**config.mk**
```make
export PLATFORM = sky130hd
export DESIGN_NAME = fifo_write_arbiter
export DESIGN_NICKNAME = d
export VERILOG_FILES = /design/src/rtl/fifo_arb_pkg.sv /design/src/rtl/rr_pick.sv /design/src/rtl/fifo_write_arbiter.sv
export SDC_FILE = /design/constraint.sdc
export NUM_CORES = 1
export LEC_CHECK = 0
export BUFFER_PORTS_ARGS = -buffer_cell sky130_fd_sc_hd__buf_4
export CAP_MARGIN = 0
export CORE_AREA = 2 2 65 43
export CTS_CLUSTER_SIZE = 10
export DETAILED_ROUTE_END_ITERATION = 12
export DIE_AREA = 0 0 67 45
export GPL_TIMING_DRIVEN = 0
export PLACE_DENSITY = 0.87
export SYNTH_ARGS = -nofsm -noshare
export SYNTH_HDL_FRONTEND = slang
export SYNTH_SLANG_ARGS = --single-unit
```
**constraint.sdc**
```tcl
create_clock -name wclk -period 1.9 [get_ports wclk]
set_clock_uncertainty 0.15 [all_clocks]
set_input_delay 0.095 -clock wclk [delete_from_list [all_inputs] [get_ports wclk]]
set_output_delay 0.095 -clock wclk [all_outputs]
set_load 0.03 [all_outputs]
```
**src/rtl/fifo_arb_pkg.sv**
```systemverilog
// Shared definitions for the FIFO port arbiters: state encoding, index width
// helper and beat counter width.
package fifo_arb_pkg;

  typedef enum logic {
    ST_IDLE  = 1'b0,
    ST_GRANT = 1'b1
  } arb_state_t;

  localparam int BEAT_W = 8;

  // Width of a producer index; a single bit even when clog2 would give 0.
  function automatic int idw(input int n);
    return (n > 2) ? $clog2(n) : 1;
  endfunction

endpackage

```
**src/rtl/rr_pick.sv**
```systemverilog
// Combinational round-robin pick: first set request bit after i_ptr, wrapping
// modulo NREQ. Shared by the write arbiter and the read-side scheduler.
module rr_pick
  import fifo_arb_pkg::*;
#(
  parameter int NREQ = 4,
  parameter int IDW  = idw(NREQ)
) (
  input  logic [NREQ-1:0] i_req,
  input  logic [IDW-1:0]  i_ptr,
  output logic [IDW-1:0]  o_idx,
  output logic            o_any
);

  logic [IDW-1:0] w_cand;

  always_comb begin
    // NOTE: every output gets a default before the loop so no path leaves one unassigned and no latch is inferred.
    o_idx  = '0;
    o_any  = |i_req;
    w_cand = '0;
    // Scan farthest first so the nearest candidate after the pointer wins.
    for (int k = NREQ; k >= 1; k--) begin
      w_cand = IDW'((int'(i_ptr) + k) % NREQ);
      if (i_req[w_cand]) o_idx = w_cand;
    end
  end

endmodule

```
**src/rtl/fifo_write_arbiter.sv**
```systemverilog
// Round-robin arbiter sharing the async FIFO write port among NREQ producers,
// granting bounded bursts and never writing while wfull is high.
module fifo_write_arbiter
  import fifo_arb_pkg::*;
#(
  parameter int DSIZE = 8,
  parameter int NREQ  = 4,
  parameter int BURST = 4,
  parameter int IDW   = idw(NREQ)
) (
  input  logic                  wclk,
  input  logic                  wrst,
  input  logic [NREQ-1:0]       req_valid,
  input  logic [NREQ*DSIZE-1:0] req_data,
  output logic [NREQ-1:0]       req_ready,
  input  logic                  wfull,
  output logic                  winc,
  output logic [DSIZE-1:0]      wdata,
  output logic                  gnt_valid,
  output logic [IDW-1:0]        gnt_id
);

  arb_state_t        r_state;
  logic [IDW-1:0]    r_gnt_id;
  logic [IDW-1:0]    r_last_id;
  logic [BEAT_W-1:0] r_beats;

  logic [IDW-1:0] w_pick_idx;
  logic           w_any;
  logic           w_grant;
  logic           w_sel_valid;
  logic           w_acc;
  logic           w_done;

  rr_pick #(
    .NREQ (NREQ),
    .IDW  (IDW)
  ) u_pick (
    .i_req (req_valid),
    .i_ptr (r_last_id),
    .o_idx (w_pick_idx),
    .o_any (w_any)
  );

  assign w_grant     = (r_state == ST_GRANT);
  assign w_sel_valid = req_valid[r_gnt_id];
  assign w_acc       = w_grant & w_sel_valid & ~wfull;
  // A full FIFO only stalls; the grant ends on burst completion or producer release.
  assign w_done      = (w_acc & (r_beats == BEAT_W'(BURST - 1))) | (~w_sel_valid & ~wfull);

  assign winc      = w_acc;
  assign gnt_valid = w_grant;
  assign gnt_id    = r_gnt_id;

  always_comb begin
    req_ready = '0;
    wdata     = '0;
    if (w_grant) wdata = req_data[r_gnt_id*DSIZE +: DSIZE];
    if (w_acc) req_ready[r_gnt_id] = 1'b1;
  end

  // NOTE: non-blocking assignments so every register updates from pre-edge values.
  always_ff @(posedge wclk) begin
    if (wrst) begin
      r_state   <= ST_IDLE;
      r_gnt_id  <= '0;
      r_last_id <= IDW'(NREQ - 1);
      r_beats   <= '0;
    end else begin
      case (r_state)
        ST_IDLE: begin
          if (w_any) begin
            r_gnt_id <= w_pick_idx;
            r_state  <= ST_GRANT;
          end
        end
        ST_GRANT: begin
          if (w_done) begin
            r_state   <= ST_IDLE;
            r_last_id <= r_gnt_id;
            r_beats   <= '0;
          end else if (w_acc) begin
            r_beats <= r_beats + 1'b1;
          end
        end
        default: r_state <= ST_IDLE;
      endcase
    end
  end

endmodule
```
==> results.json, run 1 <==
{
  "io_pins": 55,
  "maxCapViolations": 0,
  "drc": 0,
  "p_sw_share_pct": 31.5,
  "hold_slack_ns": 0.104,
  "final_cell_mix": "61 x buf_4, 10 x nor2_1, 10 x dfxtp_1",
  "place_hpwl_mm": 2.66,
  "initial_core_util_pct": 42.4,
  "synth.cell_area_um2": 1010,
  "nNetsFinal": 218,
  "grt_pass1_wl_mm": 5.45,
  "grt_pass1_vias": 1122,
  "multi_input_area_um2": 726,
  "syn-instance-count": 110,
  "register_area_um2": 267,
  "worstReg2RegEnd": "r_beats[5]",
  "syn_to_final_growth_pct": 60.0,
  "fillers": 195,
  "rr_startpoint": "r_beats[4]",
  "p_leak_uw": 0.000697,
  "wirelength_mm": 3.61,
  "final_core_util_pct": 67.9,
  "slowest_stage": "mux4_2",
  "status": "finished, final reports clean",
  "cp_cell_sequence": "buf_8, mux4_2, and2_4, buf_6",
  "regToRegSetupSlack_ns": 0.07,
  "vias": 1155,
  "path_class": "reg2out",
  "hold_violations": 0,
  "gr-total-overflow": 0,
  "drive_above_1_share_pct": 52.0,
  "track_usage_pct": 25.2,
  "slew_viol_final": 0,
  "via_per_inst": 5.53,
  "critPathLaunchType": "flop",
  "core_area_um2": 2380,
  "first_pass_iters": 5,
  "rsz0062_at_grt": "no",
  "clk_transition_reported_paths_ns": 0.06,
  "hp-class": "in2reg",
  "synth_area_per_cell_um2": 9.19,
  "worstPathArrival_ns": 1.61,
  "cts.path.max_buffers": 2,
  "combPwrFrac_pct": 40.1,
  "finalCritPeriodShare_pct": 97.8,
  "layout_commonest_cell": "buf_4",
  "die_area_um2": 3020,
  "synth_cell_types": 33,
  "crit_required_ns": 1.65,
  "maxSlewHeadroom_pct": 68.4,
  "cts_tree": "yes",
  "ctsHtreeMaxLevel": 1,
  "place.gp.congestion": 0.738,
  "drt.antenna.violating_nets": 0,
  "hold_depth": 4,
  "fmax_mhz": 538,
  "use_met3_pct": 6.23,
  "setup_violations": 0,
  "ys_seq_area_share_pct": 25.7,
  "drtIter0Drc": 80,
  "numClockSinks": 13,
  "min_period_ns": 1.86,
  "portBuffers": 54,
  "max_stage_delay_ns": 0.52,
  "internal-power_uw": 626,
  "tightest_slew_ns": 0.473,
  "cts_buffers": 3,
  "endpoint_kind": "output pin",
  "ys_seq_elements": 13,
  "antenna_cells": 0,
  "cts_root_buf": "clkbuf_8",
  "yosys_warnings": 0,
  "min_to": "gnt_id[0]",
  "clkPwrFrac_pct": 27.1,
  "worstSkewPairLatency_ns": 0.24,
  "use_met2_pct": 46.5,
  "antenna_found_initial": 0,
  "worstHoldStart": "req_valid[2]",
  "p_switching_uw": 289,
  "seqPwrFrac_pct": 32.9,
  "dieHeight_um": 45,
  "grtUsageMet1_pct": 29.6,
  "wl_per_cell_um": 17.3,
  "ir_drop_uv": 420,
  "pwr_density_cell_nw_per_um2": 566,
  "reg2reg_depth": 4,
  "top_usage_layer": "met2",
  "synth_nets": 150,
  "die_x_um": 67,
  "grt_start_max_net_pins": 11,
  "rows": 14,
  "cp_max_fo": 6
}
## how the worst max path moves through the flow
stage / start / to / cells after the start
6_report: gnt_id[0] / wdata[4] / 4
5_1_grt: gnt_id[1] / req_ready[3] / 5
4_1_cts: gnt_id[1] / req_ready[3] / 6
3_5_place_dp: gnt_id[0] / wdata[4] / 5
3_3_place_gp: gnt_id[0] / wdata[3] / 5
2_1_floorplan: gnt_id[1] / req_ready[1] / 4
## per-layer routing
layer  up-vias  routed length, um
met3         4                234
met1       569               1360
met4         0                 31
li1        543                  -
met2        39               1990
met5         -                  0
## synthesized netlist by cell type
| library cell | number | area (um^2) |
|---|---|---|
| clkbuf_1 | 3 | 11.3 |
| nor3_1 | 9 | 45.0 |
| a21oi_1 | 3 | 15.0 |
| and3_1 | 2 | 12.5 |
| nor3b_1 | 1 | 7.51 |
| nand3_1 | 1 | 5.00 |
| o21ai_0 | 4 | 20.0 |
| mux4_2 | 9 | 203 |
| xnor2_1 | 4 | 35.0 |
| dfxtp_1 | 13 | 260 |
| and2_1 | 8 | 50.1 |
| inv_1 | 3 | 11.3 |
| and2b_1 | 1 | 7.51 |
| a211oi_1 | 2 | 15.0 |
| nor2_1 | 11 | 41.3 |
| xor2_1 | 1 | 8.76 |
| nand3b_1 | 3 | 22.5 |
| o22a_1 | 1 | 8.76 |
| buf_2 | 1 | 5.00 |
| nor4_1 | 2 | 12.5 |
| nor2b_1 | 1 | 6.26 |
| a221oi_2 | 1 | 15.0 |
| or3_2 | 1 | 7.51 |
| or4_4 | 1 | 11.3 |
| nand2b_1 | 2 | 12.5 |
| buf_4 | 2 | 15.0 |
| o221ai_1 | 2 | 17.5 |
| a221o_2 | 1 | 11.3 |
| mux2i_1 | 4 | 40.0 |
| or3_1 | 1 | 6.26 |
| nor4_4 | 1 | 21.3 |
| nand2_1 | 10 | 37.5 |
| ha_1 | 1 | 12.5 |
## critical path, delay by kind of cell, from the launching register on
family	cells	cell delay, ns
simple gates	1	0.18
mux	1	0.52
buf+inv	2	0.28
flops	1	0.39
## cell families after synthesis
logic type | after synthesis | share of synthesized area [%]
flip-flops | 13 | 25.7
XOR/XNOR | 5 | 4.33
AO/OA/AOI/OAI | 14 | 10.1
buffers and inverters | 9 | 4.21
adder cells (fa/ha/maj) | 1 | 1.24
multiplexers | 13 | 24.0
AND/OR/NAND/NOR | 55 | 30.3
## sequential cells by signal, indices dropped and copies added, names as in the netlist
| signal | count |
|---|---|
| gnt_id | 2 |
| gnt_valid | 1 |
| r_beats | 8 |
| r_last_id | 2 |
## area by class of cell
cell class	instances	share of cell area, %
tap	32	2.47
multi-input combinational	88	44.9
clock buffer	4	2.78
timing repair buffer	65	31.0
inverter	3	0.696
buffer	4	1.70
sequential	13	16.5
## metrics by stage
step	power (uW)	worst slack (ns)	TNS (ns)	cell area [um^2]	std cells
after floorplan	492	-0.0320	-0.0569	1020	110
after global placement	617	0.0215	0	1460	196
after detailed placement	630	-0.0156	-0.0161	1460	196
after CTS	912	0.00393	0	1600	208
after global routing	954	0.00274	0	1620	209
final	915	0.0419	0	1620	209
## power by group through the flow
| stage | Sequential [uW] | Combinational (uW) | Clock (uW) |
|---|---|---|---|
| final | 301 | 366 | 248 |
| after CTS | 297 | 364 | 251 |
| after global routing | 302 | 385 | 267 |
| after global placement | 301 | 316 | 0 |
| after detailed placement | 302 | 328 | 0 |
| after floorplan | 311 | 181 | 0 |
## repair_timing
item	in CTS	in global routing
endpoints found under the setup margin	6	17
setup buffers	7	3
hold buffers	1	0
pin swaps	1	3
resized for setup	10	7
hold endpoints to repair	1	0
No activity file was read; power rests on OpenSTA's default activity.
==> run 2: changes to the inputs <==
Settings changed: CORE_AREA 2 2 65 43 to 2 2 50 52, DIE_AREA 0 0 67 45 to 0 0 52 54, PLACE_DENSITY 0.87 to 0.91.
Clock period 1.9 ns to 2.3 ns, I/O delays scaled along.
==> run 2 against run 1 <==
Compared with the run above: highest routed layer unchanged; register-to-register slack improved by 0.44 ns; clock-buffer cell count did not move; global-route usage fell by 2.5 points; hold slack got worse by 0.038 ns; non-clock buffer count fell by 8; first-iteration DRC count fell by 73%; via count fell by 2.9%; power fell by 28%; clock power fell by 40%.
==> results.json, run 2 (same netlist as run 1, synthesis figures left out) <==
{
  "status": "finished, final reports clean",
  "place.gp.congestion": 0.818,
  "initial_core_util_pct": 43.6,
  "wirelength_mm": 3.08,
  "wl_per_cell_um": 15.5,
  "syn_to_final_growth_pct": 47.4,
  "die_area_um2": 2810,
  "crit_top_cell": "buf_4",
  "drc": 0,
  "io_pins": 55,
  "endpoint_kind": "output pin",
  "final_cell_mix": "56 x buf_4, 13 x dfxtp_1, 11 x nor2_1, 10 x nand2_1",
  "clkPwrFrac_pct": 22.4,
  "slowest_stage": "mux4_2",
  "maxSlewHeadroom_pct": 69.0,
  "grt_pass1_vias": 1083,
  "place_hpwl_mm": 2.55,
  "use_met3_pct": 3.89,
  "clk_transition_reported_paths_ns": 0.08,
  "vias": 1121,
  "slew_viol_final": 0,
  "grt_start_max_net_pins": 11,
  "fmax_mhz": 452,
  "cts_buffers": 3,
  "setup_violations": 0,
  "cts_tree": "yes",
  "numClockSinks": 13,
  "antenna_cells": 0,
  "pwr_density_cell_nw_per_um2": 445,
  "cp_cell_sequence": "buf_4, buf_2, mux4_2, and2_1, buf_4",
  "instances_no_fill": 199,
  "path_class": "reg2out",
  "dp_cells": 194,
  "max_stage_delay_ns": 0.53,
  "first_pass_iters": 4,
  "reg2reg_depth": 4,
  "seqPwrFrac_pct": 36.8,
  "ir_drop_uv": 293,
  "ctsHtreeMaxLevel": 1,
  "cts_root_buf": "clkbuf_4",
  "portBuffers": 54,
  "gr-total-overflow": 0,
  "worstPathArrival_ns": 1.95,
  "path_buf_inv": 3,
  "track_usage_pct": 22.7,
  "regMostFlops": "r_beats",
  "nNetsFinal": 210,
  "worst-path-stages": 5,
  "worstSetupStartpoint": "gnt_id[0]",
  "hold_slack_ns": 0.0659,
  "drtIter0Drc": 22,
  "drt.antenna.violating_nets": 0,
  "p_leak_uw": 0.000639,
  "grtUsageMet1_pct": 21.3,
  "hp-class": "in2reg",
  "cts_resized": 0,
  "largest_register_ffs": 8,
  "maxCapViolations": 0,
  "tns_ns": 0,
  "cts.path.max_buffers": 2,
  "fillers": 164,
  "hold_violations": 0,
  "drive_above_1_share_pct": 43.8,
  "cp_max_fo": 10,
  "combPwrFrac_pct": 40.8,
  "min_period_ns": 2.21,
  "crit_required_ns": 2.04,
  "p_sw_share_pct": 33.6,
  "crit_end": "wdata[6]",
  "layout_commonest_cell": "buf_4",
  "via_per_inst": 5.63,
  "worstReg2RegEnd": "gnt_valid",
  "worstSkewPairLatency_ns": 0.29,
  "critPathLaunchType": "flop",
  "rows": 18,
  "top_usage_layer": "met2",
  "register_area_um2": 260,
  "tightest_slew_ns": 0.465,
  "antenna_found_initial": 0,
  "die_x_um": 52,
  "regToRegSetupSlack_ns": 0.51,
  "dieHeight_um": 54,
  "finalCritPeriodShare_pct": 96.2,
  "multi_input_area_um2": 708,
  "use_met2_pct": 45.1,
  "internal-power_uw": 440,
  "p_switching_uw": 223,
  "grt_pass1_wl_mm": 4.70,
  "core_area_um2": 2320,
  "rr_startpoint": "r_beats[4]",
  "rsz0062_at_grt": "no",
  "path_delay_family": "buffers and inverters"
}
## run 2: changes by cell type in the layout (fill, tap and decap cells not counted), sizes merged
cell	change
buf	-8
## run 2: layer usage
layer  part of all wire [%]  up-vias
met2                     52       57
met4                    3.2        0
li1                       -      529
met1                     37      524
met5                      0        -
met3                    8.3       11
## run 2: repair_timing
| action | CTS | global route |
|---|---|---|
| buffers inserted | 0 | 0 |
| endpoints found under the setup margin | 0 | 0 |
| hold endpoints to repair | 2 | 0 |
| hold buffers | 1 | 0 |
## run 2: worst register-to-register path: stages, from the launching register on
cell and delay (ns):
dfxtp_1 0.34, or4_4 0.56, nor4_4 0.23, a221o_2 0.31, nor3_1 0.07
## run 2: worst min path at each step
| stage | slack (ns) | cells past startpoint | start | end |
|---|---|---|---|---|
| after CTS | 0.06 | 4 | req_valid[2] | gnt_id[0] |
| after floorplan | 0.04 | 1 | wrst | r_beats[4] |
| after global placement | 0.18 | 2 | wrst | r_beats[4] |
| after global routing | 0.08 | 4 | req_valid[2] | gnt_id[0] |
| after detailed placement | 0.19 | 2 | wrst | r_beats[4] |
| final | 0.07 | 4 | req_valid[2] | gnt_id[0] |
## run 2: through the flow
stage	power, uW	cell area (um^2)	setup slack, ns	utilization (%)
after floorplan	405	1010	0.239	-
after global placement	509	1450	0.395	62.7
after detailed placement	519	1450	0.390	62.7
after CTS	662	1490	0.0781	64.2
after global routing	689	1490	0.00881	64.2
final	663	1490	0.0866	64.2
## run 2: final cells by class
cell class                      count  area share, %
Sequential cell                    13           17.5
Buffer                              6           2.10
Timing Repair Buffer               55           27.9
Inverter                            3          0.756
Clock buffer                        4           1.76
Tap cell                           30           2.52
Multi-Input combinational cell     88           47.5
## run 2: power groups by stage
stage	Clock (uW)	Sequential, uW	Combinational (uW)
after floorplan	0	256	149
final	149	244	271
after CTS	147	243	271
after global routing	157	245	287
after global placement	0	248	261
after detailed placement	0	249	270
